[config.mk]
export PLATFORM = sky130hd
export DESIGN_NAME = system_ram_arbiter_flat
export DESIGN_NICKNAME = d
export VERILOG_FILES = /design/src/rtl/system_ram_arbiter_pkg.sv /design/src/rtl/system_ram_arbiter_if.sv /design/src/rtl/system_ram_arbiter_rr_pick.sv /design/src/rtl/system_ram_arbiter.sv /design/src/flat_wrapper.sv
export SDC_FILE = /design/constraint.sdc
export NUM_CORES = 1
export LEC_CHECK = 0
export ABC_AREA = 1
export CORE_AREA = 2 2 97 99
export CTS_CLUSTER_DIAMETER = 100
export CTS_CLUSTER_SIZE = 16
export DETAILED_ROUTE_END_ITERATION = 8
export DIE_AREA = 0 0 99 101
export PLACE_DENSITY_LB_ADDON = 0.05
export SYNTH_ARGS = -nofsm -noshare
export SYNTH_HDL_FRONTEND = slang
export SYNTH_HIERARCHICAL = 1
export SYNTH_SLANG_ARGS = --single-unit
export TNS_END_PERCENT = 1
[constraint.sdc]
create_clock -name i_clk -period 1.82 [get_ports i_clk]
set_clock_uncertainty 0.1 [all_clocks]
set_input_delay 0.182 -clock i_clk [delete_from_list [all_inputs] [get_ports i_clk]]
set_output_delay 0.182 -clock i_clk [all_outputs]
set_load 0.02 [all_outputs]
[src/rtl/system_ram_arbiter_pkg.sv]
// Shared constants and types for the system_RAM two-master arbiter.
package system_ram_arb_pkg;

  localparam int ADDR_W = 10;
  localparam int DATA_W = 32;
  localparam int BE_W   = DATA_W / 8;

  typedef logic [0:0] master_idx_t;

  // One master's request as seen by the arbiter.
  typedef struct packed {
    logic [ADDR_W-1:0] addr;
    logic [BE_W-1:0]   be;
    logic              rd;
    logic              wr;
    logic [DATA_W-1:0] wdata;
  } req_t;

endpackage

[src/rtl/system_ram_arbiter_if.sv]
// Avalon-MM master-side bus bundle; one instance per requester.
interface system_ram_arbiter_if;
  import system_ram_arb_pkg::*;

  logic [ADDR_W-1:0] address;
  logic [BE_W-1:0]   byteenable;
  logic              read;
  logic              write;
  logic [DATA_W-1:0] writedata;
  logic              waitrequest;
  logic [DATA_W-1:0] readdata;
  logic              readdatavalid;

  modport master (
    output address, byteenable, read, write, writedata,
    input  waitrequest, readdata, readdatavalid
  );

  modport slave (
    input  address, byteenable, read, write, writedata,
    output waitrequest, readdata, readdatavalid
  );

endinterface

[src/rtl/system_ram_arbiter_rr_pick.sv]
// Two-way grant picker: a lone requester always wins; on a tie the
// master that did not win last time wins, or m0 when fixed priority is set.
module system_ram_rr_pick
  import system_ram_arb_pkg::*;
(
  input  logic [1:0]  i_req,
  input  master_idx_t i_last,
  input  logic        i_fixed_prio,
  output logic [1:0]  o_grant
);

  // One-hot grant from the request pair and the previous winner.
  always_comb begin
    o_grant = 2'b00;
    case (i_req)
      2'b01: o_grant = 2'b01;
      2'b10: o_grant = 2'b10;
      2'b11: begin
        if (i_fixed_prio) begin
          o_grant = 2'b01;
        end else if (i_last == 1'b0) begin
          o_grant = 2'b10;
        end else begin
          o_grant = 2'b01;
        end
      end
      default: o_grant = 2'b00;
    endcase
  end

endmodule

[src/rtl/system_ram_arbiter.sv]
// Two-requester Avalon-MM arbiter sharing the single port of the 1024x32
// on-chip RAM. One access is accepted per clock; read data returns one
// cycle after acceptance to the master that issued it.
// Build option: define RAM_ARB_FIXED_PRIO_EN to make m0 win every tie
// instead of alternating round-robin.
module system_ram_arbiter
  import system_ram_arb_pkg::*;
(
  input  logic                 i_clk,
  input  logic                 i_reset,
  input  logic                 i_freeze,
  system_ram_arbiter_if.slave  m0,
  system_ram_arbiter_if.slave  m1,
  output logic [ADDR_W-1:0]    o_ram_address,
  output logic [BE_W-1:0]      o_ram_byteenable,
  output logic                 o_ram_chipselect,
  output logic                 o_ram_write,
  output logic [DATA_W-1:0]    o_ram_writedata,
  output logic                 o_ram_clken,
  output logic                 o_ram_reset_req,
  input  logic [DATA_W-1:0]    i_ram_readdata
);

`ifdef RAM_ARB_FIXED_PRIO_EN
  localparam logic FIXED_PRIO = 1'b1;
`else
  localparam logic FIXED_PRIO = 1'b0;
`endif

  req_t        w_req0;
  req_t        w_req1;
  req_t        w_sel;
  logic [1:0]  w_req_vec;
  logic [1:0]  w_grant;
  logic        w_accept;
  logic        w_rd_valid;

  logic        r_rd_pend;
  master_idx_t r_rd_owner;
  master_idx_t r_last_grant;

  assign w_req0 = '{addr: m0.address, be: m0.byteenable, rd: m0.read,
                    wr: m0.write, wdata: m0.writedata};
  assign w_req1 = '{addr: m1.address, be: m1.byteenable, rd: m1.read,
                    wr: m1.write, wdata: m1.writedata};

  // Nothing is accepted while frozen or held in reset.
  assign w_req_vec = {(w_req1.rd | w_req1.wr), (w_req0.rd | w_req0.wr)}
                     & {2{~(i_freeze | i_reset)}};

  system_ram_rr_pick u_pick (
    .i_req        (w_req_vec),
    .i_last       (r_last_grant),
    .i_fixed_prio (FIXED_PRIO),
    .o_grant      (w_grant)
  );

  assign w_accept = |w_grant;

  // Route the granted master onto the RAM port; m0 drives it when idle.
  always_comb begin
    w_sel = w_req0;
    if (w_grant[1]) begin
      w_sel = w_req1;
    end else begin
      w_sel = w_req0;
    end
  end

  assign o_ram_address    = w_sel.addr;
  assign o_ram_byteenable = w_sel.be;
  assign o_ram_writedata  = w_sel.wdata;
  assign o_ram_chipselect = w_accept;
  // Read and write together from one master is a write.
  assign o_ram_write      = w_accept & w_sel.wr;
  assign o_ram_clken      = 1'b1;
  assign o_ram_reset_req  = 1'b0;

  assign m0.waitrequest = ~w_grant[0];
  assign m1.waitrequest = ~w_grant[1];

  // Track the single in-flight read and the last winner for round-robin.
  always_ff @(posedge i_clk) begin
    if (i_reset) begin
      r_rd_pend    <= 1'b0;
      r_rd_owner   <= 1'b0;
      r_last_grant <= 1'b1;
    end else begin
      r_rd_pend <= w_accept & w_sel.rd & ~w_sel.wr;
      if (w_accept) begin
        r_rd_owner   <= w_grant[1];
        r_last_grant <= w_grant[1];
      end
    end
  end

  // A read pending across a reset is dropped rather than delivered.
  assign w_rd_valid = r_rd_pend & ~i_reset;

  assign m0.readdatavalid = w_rd_valid & (r_rd_owner == 1'b0);
  assign m1.readdatavalid = w_rd_valid & (r_rd_owner == 1'b1);
  assign m0.readdata      = m0.readdatavalid ? i_ram_readdata : {DATA_W{1'b0}};
  assign m1.readdata      = m1.readdatavalid ? i_ram_readdata : {DATA_W{1'b0}};

endmodule

[src/flat_wrapper.sv]
// flat-port wrapper written by rule: the top's interface ports become plain ports
module system_ram_arbiter_flat import system_ram_arb_pkg::*;
  (i_clk, i_reset, i_freeze, o_ram_address, o_ram_byteenable, o_ram_chipselect, o_ram_write, o_ram_writedata, o_ram_clken, o_ram_reset_req, i_ram_readdata, m0_address, m0_byteenable, m0_read, m0_write, m0_writedata, m0_waitrequest, m0_readdata, m0_readdatavalid, m1_address, m1_byteenable, m1_read, m1_write, m1_writedata, m1_waitrequest, m1_readdata, m1_readdatavalid);
  system_ram_arbiter_if m0_i ();
  system_ram_arbiter_if m1_i ();
  input  logic i_clk;
  input  logic i_reset;
  input  logic i_freeze;
  output logic [ADDR_W-1:0] o_ram_address;
  output logic [BE_W-1:0] o_ram_byteenable;
  output logic o_ram_chipselect;
  output logic o_ram_write;
  output logic [DATA_W-1:0] o_ram_writedata;
  output logic o_ram_clken;
  output logic o_ram_reset_req;
  input  logic [DATA_W-1:0] i_ram_readdata;
  input wire logic [$bits(m0_i.address)-1:0] m0_address;
  input wire logic [$bits(m0_i.byteenable)-1:0] m0_byteenable;
  input wire logic [$bits(m0_i.read)-1:0] m0_read;
  input wire logic [$bits(m0_i.write)-1:0] m0_write;
  input wire logic [$bits(m0_i.writedata)-1:0] m0_writedata;
  output wire logic [$bits(m0_i.waitrequest)-1:0] m0_waitrequest;
  output wire logic [$bits(m0_i.readdata)-1:0] m0_readdata;
  output wire logic [$bits(m0_i.readdatavalid)-1:0] m0_readdatavalid;
  input wire logic [$bits(m1_i.address)-1:0] m1_address;
  input wire logic [$bits(m1_i.byteenable)-1:0] m1_byteenable;
  input wire logic [$bits(m1_i.read)-1:0] m1_read;
  input wire logic [$bits(m1_i.write)-1:0] m1_write;
  input wire logic [$bits(m1_i.writedata)-1:0] m1_writedata;
  output wire logic [$bits(m1_i.waitrequest)-1:0] m1_waitrequest;
  output wire logic [$bits(m1_i.readdata)-1:0] m1_readdata;
  output wire logic [$bits(m1_i.readdatavalid)-1:0] m1_readdatavalid;
  assign m0_i.address = m0_address;
  assign m0_i.byteenable = m0_byteenable;
  assign m0_i.read = m0_read;
  assign m0_i.write = m0_write;
  assign m0_i.writedata = m0_writedata;
  assign m0_waitrequest = m0_i.waitrequest;
  assign m0_readdata = m0_i.readdata;
  assign m0_readdatavalid = m0_i.readdatavalid;
  assign m1_i.address = m1_address;
  assign m1_i.byteenable = m1_byteenable;
  assign m1_i.read = m1_read;
  assign m1_i.write = m1_write;
  assign m1_i.writedata = m1_writedata;
  assign m1_waitrequest = m1_i.waitrequest;
  assign m1_readdata = m1_i.readdata;
  assign m1_readdatavalid = m1_i.readdatavalid;
  system_ram_arbiter u_core (.i_clk(i_clk), .i_reset(i_reset), .i_freeze(i_freeze), .m0(m0_i), .m1(m1_i), .o_ram_address(o_ram_address), .o_ram_byteenable(o_ram_byteenable), .o_ram_chipselect(o_ram_chipselect), .o_ram_write(o_ram_write), .o_ram_writedata(o_ram_writedata), .o_ram_clken(o_ram_clken), .o_ram_reset_req(o_ram_reset_req), .i_ram_readdata(i_ram_readdata));
endmodule
==> results of run 1 <==
==> stage by stage <==
step	instance area (µm²)	utilization	worst slack (ps)	power [W]
after floorplan	1240	-	36.1	0.000398
after global placement	4000	0.445	-845	0.000978
after detailed placement	4000	0.445	-876	0.000978
after CTS	3980	0.443	37.3	0.00116
after global routing	3990	0.444	-6.75	0.00124
final	3990	0.444	55.4	0.00115
==> power by group through the flow <==
stage               Clock (W)  Combinational (W)  Sequential (W)
detailed placement          0           0.000905       0.0000735
floorplan                   0           0.000325       0.0000729
global route         0.000203           0.000964       0.0000731
CTS                  0.000193           0.000896       0.0000727
finish               0.000186           0.000891       0.0000726
global placement            0           0.000904       0.0000733
==> synth_stat cells <==
library cell  number
a21oi_1            2
nand3_1            3
clkbuf_1           1
buf_2              9
conb_1             2
inv_1             40
buf_6              3
nand2_1          155
inv_2              3
dfxtp_1            3
or2_2              1
nor2_1            70
nor2_2             2
buf_4              5
==> flip-flops by register name, indices dropped and copies added (netlist names) <==
name                 cells
u_core/r_rd_pend         1
u_core/r_last_grant      1
u_core/r_rd_owner        1
==> layer usage <==
layer  vias up  global-route usage  part of all wire
li1       1362                   -                 -
met1      1066               0.147              0.35
met2       143               0.284              0.54
met3         4              0.0409              0.10
met4         0              0.0200            0.0075
met5         -                   0                 0
==> what timing repair did <==
item	4_1_cts	5_1_grt
resized for setup	340	8
cloned	2	0
hold endpoints to repair	0	0
setup endpoints to repair	117	39
pin swaps	9	5
buffers inserted	3	0
==> kinds of logic after synthesis <==
kind of cell | Yosys count | share of synthesized area
buf+inv | 61 | 0.227
flops | 3 | 0.0485
simple gates | 231 | 0.710
compound gates | 2 | 0.00809
other cells | 2 | 0.00607
==> placed cells by master (no fill, tap or decap), types with 5 or more instances in the layout <==
cell	instances
buf_12	8
buf_2	23
buf_4	29
buf_6	16
clkdlybuf4s50_1	125
dlygate4sd2_1	69
inv_1	39
nand2_1	144
nand2_2	10
nor2_1	65
nor2_2	5
==> layout make-up <==
cell class	instances	area [µm²]
clock buffers	4	45.0
repair buffers	274	2610
inverters	43	169
fillers	1006	4990
flip-flops and latches	3	60.1
well taps	111	139
multi-input cells	236	966
==> path summary, 6_finish.rpt <==
path | from | to | cells after the start
min | i_reset | u_core/r_rd_owner$_SDFFE_PP0N_ | 3
max reg2reg | u_core/r_last_grant$_SDFFE_PP1N_ | u_core/r_rd_pend$_SDFF_PP0_ | 9
max | m1_read | o_ram_writedata[18] | 11
min reg2reg | u_core/r_last_grant$_SDFFE_PP1N_ | u_core/r_last_grant$_SDFFE_PP1N_ | 2
==> critical path, delay by kind of cell <==
family | cells | cell delay [ps]
buf+inv | 5 | 770
simple gates | 6 | 530
==> impl_metrics.env, run 1 <==
export IMPL_netlist_area_um2=1240
export IMPL_arrival_ps=1480
export IMPL_drtIter0Drc=62
export IMPL_cts_tree="built"
export IMPL_antenna_found_initial=0
export IMPL_clock_power_share=0.162
export IMPL_yosys_warnings=6
export IMPL_grt_first_pass_wirelength_um=11800
export IMPL_cts_hold_buf=0
export IMPL_first_pass_iters=4
export IMPL_worst_ep_required_time_ps=1540
export IMPL_drc_errors=0
export IMPL_clkLatencyLatePin_ps=210
export IMPL_synth_seq_area_share=0.0485
export IMPL_fmax_mhz=567
export IMPL_grt_total_usage=0.142
export IMPL_swShare=0.377
export IMPL_ctsLongestPathBuffers=2
export IMPL_start_util=0.138
export IMPL_internal_power_w=0.000716
export IMPL_tns_ps=0
export IMPL_rows=35
export IMPL_max_stage_delay_ps=260
export IMPL_synth_top_cell_area_share=0.470
export IMPL_ys_seq_elements=3
export IMPL_io_buffers=246
export IMPL_h_tree_depth=1
export IMPL_power_frac_comb=0.775
export IMPL_slew_violations=0
export IMPL_hold_viol_final=0
export IMPL_dp_hpwl_um=6570
export IMPL_pwr_share_seq=0.063
export IMPL_num_io_pins=249
export IMPL_grt_max_degree=19
export IMPL_gp_congestion=0.738
export IMPL_antennaDiodeCount=0
export IMPL_period_minus_slack_ps=1760
export IMPL_netlist_instances=299
export IMPL_status="complete, no violations"
export IMPL_leakagePower_nw=2.38
export IMPL_r2r_setup_slack_ps=500
export IMPL_synth_area_top_cells="nand2_1, nor2_1, inv_1, dfxtp_1, buf_2"
export IMPL_core_um2=8980
export IMPL_place_inst=662
export IMPL_die_w_um=99
export IMPL_maxCapViolations=0
export IMPL_min_period_over_period=0.970
export IMPL_setup_viol=0
export IMPL_clockRootBuffer="clkbuf_8"
export IMPL_drtAntennaViolNets=0
export IMPL_endpoint_kind="output pin"
export IMPL_powerDensity_nw_per_um2=288
export IMPL_cp_start_kind="input port"
export IMPL_holdWs_ps=163
export IMPL_irDropWorstVdd_v=0.000144
export IMPL_yosysTopAreaCell="nand2_1"
export IMPL_crit_chain="dlygate4sd2_1 > nor2_2 > nor2_4 > nand2_2 > nand2_4 > buf_12 > buf_6 > buf_6 > nand2_2 > nand2_2 > buf_6"
export IMPL_rsz0062_at_grt="yes"
export IMPL_critPathSlowestCell="dlygate4sd2_1"
export IMPL_routed_wl_um=7600
export IMPL_drive_above_1_share=0.193
export IMPL_final_nets=692
export IMPL_finalNonFillerCells=671
export IMPL_gr_total_overflow=0
export IMPL_p_switching_w=0.000434
export IMPL_dieHeight_um=101
export IMPL_timing_worst_setup_path_type="input port to output pin"
export IMPL_vias_per_cell=3.84
export IMPL_cp_max_fo=7
export IMPL_numCtsBuffers=3
export IMPL_synthDistinctLibCells=14
export IMPL_hp_class="input port to flop"
export IMPL_vias=2575
export IMPL_syn2layout_area_growth_pct=222
export IMPL_die_area_um2=10000
export IMPL_clk_pin_slew_worst_paths_ps=30
export IMPL_cts_sinks=3
export IMPL_grt_pass1_vias=2430
export IMPL_avgRoutedWirePerCell_um=11.3
export IMPL_synth_area_per_cell_um2=4.14
Note: power is estimated with default switching activity, not from simulation.
==> run 2: changes to the inputs <==
--- a/config.mk
+++ b/config.mk
@@ -11,7 +11,7 @@
 export CTS_CLUSTER_SIZE = 16
 export DETAILED_ROUTE_END_ITERATION = 8
 export DIE_AREA = 0 0 99 101
-export PLACE_DENSITY_LB_ADDON = 0.05
+export GPL_TIMING_DRIVEN = 0
 export SYNTH_ARGS = -nofsm -noshare
 export SYNTH_HDL_FRONTEND = slang
 export SYNTH_HIERARCHICAL = 1
==> impl_metrics.env, run 2 (synthesis gave the netlist of run 1 again) <==
export IMPL_dp_hpwl_um=6860
export IMPL_fin_util=0.435
export IMPL_syn2layout_area_growth_pct=216
export IMPL_status="finished with violations"
export IMPL_cts_hold_buf=0
export IMPL_gr_total_overflow=0
export IMPL_vias=2599
export IMPL_cts_tree="built"
export IMPL_regArea_um2=60.1
export IMPL_io_buffers=246
export IMPL_grt_total_usage=0.146
export IMPL_antennaDiodeCount=0
export IMPL_cp_start_kind="input port"
export IMPL_rows=35
export IMPL_ctsLongestPathBuffers=2
export IMPL_failed_checks="setup timing"
export IMPL_dieHeight_um=101
export IMPL_period_minus_slack_ps=1830
export IMPL_vias_per_cell=3.90
export IMPL_clockRootBuffer="clkbuf_8"
export IMPL_gp_congestion=0.775
export IMPL_num_io_pins=249
export IMPL_fillers=986
export IMPL_hp_class="input port to flop"
export IMPL_drc_errors=0
export IMPL_start_util=0.138
export IMPL_grt_pass1_vias=2435
export IMPL_h_tree_depth=1
export IMPL_reg_largest_list="u_core/r_last_grant x1, u_core/r_rd_owner x1, u_core/r_rd_pend x1"
export IMPL_rsz0062_at_grt="yes"
export IMPL_crit_chain="buf_6 > or2_4 > nor2_4 > nand3_2 > nand2_4 > buf_12 > inv_8 > buf_8 > buf_6 > nand2_1 > nand2_1 > buf_6"
export IMPL_core_um2=8980
export IMPL_hold_viol_final=0
export IMPL_endpoint_kind="output pin"
export IMPL_final_cell_mix="nand2_1, clkdlybuf4s50_1, nor2_1"
export IMPL_leakagePower_nw=2.32
export IMPL_worst_ep_required_time_ps=1540
export IMPL_multi_input_area_um2=955
export IMPL_timing_worst_setup_path_type="input port to output pin"
export IMPL_powerDensity_nw_per_um2=292
export IMPL_grt_first_pass_wirelength_um=12000
export IMPL_crit_top_cell="buf_6"
export IMPL_final_nets=688
export IMPL_arrival_ps=1540
export IMPL_irDropWorstVdd_v=0.000147
export IMPL_layout_commonest_cell="nand2_1"
export IMPL_avgRoutedWirePerCell_um=11.9
export IMPL_setup_ws_ps=-5.66
export IMPL_r2r_setup_slack_ps=390
export IMPL_antenna_found_initial=0
export IMPL_first_pass_iters=4
export IMPL_min_period_over_period=1.00
export IMPL_grt_max_degree=11
export IMPL_setup_viol=4
export IMPL_drtAntennaViolNets=0
export IMPL_cts_sinks=3
export IMPL_clkLatencyLatePin_ps=220
export IMPL_maxCapViolations=0
export IMPL_clk_pin_slew_worst_paths_ps=30
export IMPL_max_stage_delay_ps=260
export IMPL_slew_violations=0
export IMPL_critPathSlowestCell="or2_4"
export IMPL_die_area_um2=10000
export IMPL_routed_wl_um=7950
export IMPL_place_ws_ps=-1240
export IMPL_fmax_mhz=548
export IMPL_numCtsBuffers=3
export IMPL_drive_above_1_share=0.174
export IMPL_drtIter0Drc=37
export IMPL_die_w_um=99
export IMPL_cp_max_fo=6
## run 2: power by group
part / switching (W) / leakage [nW] / internal [W] / total [W]
clock network: 0.0000453 / 0.0228 / 0.000150 / 0.000195
registers: 0.00000278 / 0.0246 / 0.0000701 / 0.0000729
logic: 0.000398 / 2.28 / 0.000477 / 0.000874
## run 2: worst paths after layout
path                                     from                               end  cells after the start
max reg2reg  u_core/r_last_grant$_SDFFE_PP1N_    u_core/r_rd_owner$_SDFFE_PP0N_                      9
max                                  i_freeze                o_ram_writedata[4]                     12
min                                   i_reset    u_core/r_rd_owner$_SDFFE_PP0N_                      2
min reg2reg  u_core/r_last_grant$_SDFFE_PP1N_  u_core/r_last_grant$_SDFFE_PP1N_                      2
## run 2: per-stage QoR
| step | hold slack (ps) | instance area (µm²) | TNS [ps] | total power (W) | std cells |
|---|---|---|---|---|---|
| global placement | 345 | 3840 | -74500 | 0.000939 | 657 |
| detailed placement | 356 | 3840 | -79040 | 0.000947 | 657 |
| global route | 37.2 | 3910 | -312 | 0.00122 | 667 |
| CTS | 38.3 | 3880 | -12.3 | 0.00115 | 667 |
| floorplan | 151 | 1240 | 0 | 0.000398 | 300 |
| finish | 35.5 | 3910 | -15.4 | 0.00114 | 667 |
## run 2: worst max-delay path, delay by kind of cell
family	cells	cell delay, ps
simple gates	6	720
buf+inv	6	630
## run 2: what timing repair did
action	in CTS	in global routing
pin swaps	4	2
setup endpoints to repair	119	41
cloned	1	0
resized for setup	347	25
buffers inserted	5	0
## run 2: layout make-up
class | count | share of cell area
clock buffers | 4 | 0.0115
inverters | 43 | 0.0432
well taps | 111 | 0.0356
flip-flops and latches | 3 | 0.0154
plain buffers | 18 | 0.0496
multi-input cells | 236 | 0.244
repair buffers | 252 | 0.600
## run 2: per-layer routing
| metal | up-vias | GRT usage | share of wire |
|---|---|---|---|
| met3 | 4 | 0.0513 | 0.12 |
| met5 | - | 0 | 0 |
| li1 | 1351 | - | - |
| met4 | 0 | 0.0137 | 0.0053 |
| met2 | 149 | 0.289 | 0.52 |
| met1 | 1095 | 0.152 | 0.36 |
==> run 3: changes to the inputs <==
--- a/config.mk
+++ b/config.mk
@@ -7,7 +7,7 @@
 export LEC_CHECK = 0
 export ABC_AREA = 1
 export CORE_AREA = 2 2 97 99
-export CTS_CLUSTER_DIAMETER = 100
+export CTS_CLUSTER_DIAMETER = 120
 export CTS_CLUSTER_SIZE = 16
 export DETAILED_ROUTE_END_ITERATION = 8
 export DIE_AREA = 0 0 99 101
==> constraint.sdc (replaced) <==
create_clock -name i_clk -period 1.5 [get_ports i_clk]
set_clock_uncertainty 0.1 [all_clocks]
set_input_delay 0.15 -clock i_clk [delete_from_list [all_inputs] [get_ports i_clk]]
set_output_delay 0.15 -clock i_clk [all_outputs]
set_load 0.02 [all_outputs]
==> impl_metrics.env, run 3 (synthesis gave the netlist of run 1 again) <==
export IMPL_status="finished with violations"
export IMPL_failed_checks="setup timing"
export IMPL_layout_commonest_cell="nand2_1"
export IMPL_grt_max_degree=11
export IMPL_avgRoutedWirePerCell_um=12.5
export IMPL_drtIter0Drc=26
export IMPL_syn2layout_area_growth_pct=229
export IMPL_rsz0062_at_grt="yes"
export IMPL_holdPathEnd="u_core/r_last_grant$_SDFFE_PP1N_"
export IMPL_max_stage_delay_ps=250
export IMPL_antenna_found_initial=0
export IMPL_finalNonFillerCells=670
export IMPL_holdWs_ps=78.3
export IMPL_gr_total_overflow=0
export IMPL_ctsLongestPathBuffers=2
export IMPL_crit_buf_inv=4
export IMPL_io_buffers=246
export IMPL_r2r_cells=9
export IMPL_arrival_ps=1450
export IMPL_power_w=0.00151
export IMPL_vias_per_cell=3.93
export IMPL_grt_total_usage=0.156
export IMPL_cp_startpoint="i_reset"
export IMPL_drc_errors=0
export IMPL_cts_sinks=3
export IMPL_vias=2635
export IMPL_crit_reg2reg_capture="u_core/r_rd_pend$_SDFF_PP0_"
export IMPL_dieHeight_um=101
export IMPL_rr_startpoint="u_core/r_last_grant$_SDFFE_PP1N_"
export IMPL_worst_ep_required_time_ps=1250
export IMPL_power_frac_comb=0.787
export IMPL_critPathSlowestCell="or2_4"
export IMPL_pwr_share_seq=0.060
export IMPL_slew_violations=0
export IMPL_numCtsBuffers=3
export IMPL_internal_power_w=0.000931
export IMPL_timing_worst_setup_path_type="input port to output pin"
export IMPL_drtAntennaViolNets=0
export IMPL_clkLatencyLatePin_ps=210
export IMPL_num_io_pins=249
export IMPL_reg_largest_list="u_core/r_last_grant x1, u_core/r_rd_owner x1, u_core/r_rd_pend x1"
export IMPL_clockRootBuffer="clkbuf_8"
export IMPL_grt_first_pass_wirelength_um=12500
export IMPL_final_nets=691
export IMPL_start_util=0.138
export IMPL_cts_tree="built"
export IMPL_min_path_cells=3
export IMPL_irDropWorstVdd_v=0.000152
export IMPL_cp_max_fo=7
export IMPL_place_inst=657
export IMPL_antennaDiodeCount=0
export IMPL_core_um2=8980
export IMPL_setup_viol=50
export IMPL_gp_congestion=0.792
export IMPL_routed_wl_um=8380
export IMPL_fillers=980
export IMPL_p_switching_w=0.000580
export IMPL_period_minus_slack_ps=1700
export IMPL_dp_hpwl_um=7210
export IMPL_crit_family="simple AND/OR/NAND/NOR gates"
export IMPL_h_tree_depth=1
export IMPL_setup_ws_ps=-199
export IMPL_powerDensity_nw_per_um2=371
export IMPL_hold_viol_final=0
export IMPL_fmax_mhz=588
export IMPL_grt_pass1_vias=2616
export IMPL_r2r_setup_slack_ps=160
export IMPL_swShare=0.384
export IMPL_rows=35
export IMPL_first_pass_iters=4
export IMPL_hp_class="input port to flop"
export IMPL_die_w_um=99
export IMPL_leakagePower_nw=2.25
export IMPL_cp_start_kind="input port"
export IMPL_clock_power_share=0.153
export IMPL_crit_chain="buf_8 > or2_4 > nor2_4 > nand3_2 > nand2_4 > buf_8 > buf_6 > nand2_4 > a21oi_4 > buf_6"
export IMPL_maxCapViolations=0
export IMPL_endpoint_kind="output pin"
export IMPL_clk_pin_slew_worst_paths_ps=30
export IMPL_drive_above_1_share=0.356
export IMPL_min_delay_start="i_reset"
export IMPL_final_cell_mix="nand2_1, clkdlybuf4s50_1, buf_6"
export IMPL_die_area_um2=10000
export IMPL_min_period_over_period=1.13
## run 3: changes by cell type in the layout (fill, tap and decap cells not counted), sizes merged
cell	change
clkdlybuf4s15	-6
dlymetal6s2s	-2
dlygate4sd3	+1
dlygate4sd2	-52
clkdlybuf4s50	-1
buf	+64
clkbuf	-1
## run 3: how the worst max path moves through the flow
stage | end | slack [ps] | depth (start not counted)
3_3_place_gp | o_ram_write | -1280 | 11
3_5_place_dp | o_ram_write | -1320 | 11
5_1_grt | o_ram_write | -280 | 10
2_1_floorplan | o_ram_address[0] | -6 | 8
4_1_cts | o_ram_write | -270 | 10
6_report | o_ram_write | -200 | 10
## run 3: cell type report
type / count / area [µm²] / share of cell area
flip-flops and latches: 3 / 62.6 / 0.0154
plain buffers: 18 / 213 / 0.0522
repair buffers: 255 / 2380 / 0.584
inverters: 43 / 169 / 0.0415
multi-input cells: 236 / 1070 / 0.262
well taps: 111 / 139 / 0.0341
clock buffers: 4 / 45.0 / 0.0111
## run 3: stage by stage
step / TNS [ps] / worst slack [ps] / cell area, µm² / util
detailed placement: -109510 / -1320 / 3920 / 0.437
CTS: -9500 / -268 / 4000 / 0.445
global route: -13080 / -278 / 4070 / 0.454
floorplan: -115 / -5.51 / 1320 / -
finish: -7170 / -199 / 4070 / 0.454
global placement: -107070 / -1280 / 3920 / 0.437
## run 3: repair_timing
action	in CTS	in global routing
gates resized for setup	608	49
endpoints found under the hold margin	1	0
pin swaps	9	9
buffers inserted	5	2
gates cloned	1	0
hold buffers	1	0
setup endpoints to repair	119	97
## run 3: worst register-to-register path: stages (launching register included)
cell	delay (ps)
dfxtp_1	300
inv_1	90
nand3_2	110
nand2_4	130
buf_8	140
buf_6	110
nand2_1	50
nand2_1	60
nand2_1	50
nor2_1	120
## run 3: metal layers
metal	up-vias	wire, µm	track usage	share of wire
li1	1361	-	-	-
met1	1118	2890	0.154	0.34
met2	150	4440	0.306	0.53
met3	6	980	0.0569	0.12
met4	0	66	0.0358	0.0079
met5	-	0	0	0
## run 3: power by group through the flow
stage / Clock [W] / Sequential (W) / Combinational [W]
6_report: 0.000231 / 0.0000900 / 0.00119
5_1_grt: 0.000243 / 0.0000905 / 0.00127
4_1_cts: 0.000238 / 0.0000899 / 0.00115
3_5_place_dp: 0 / 0.0000890 / 0.00109
3_3_place_gp: 0 / 0.0000889 / 0.00108
2_1_floorplan: 0 / 0.0000885 / 0.000422
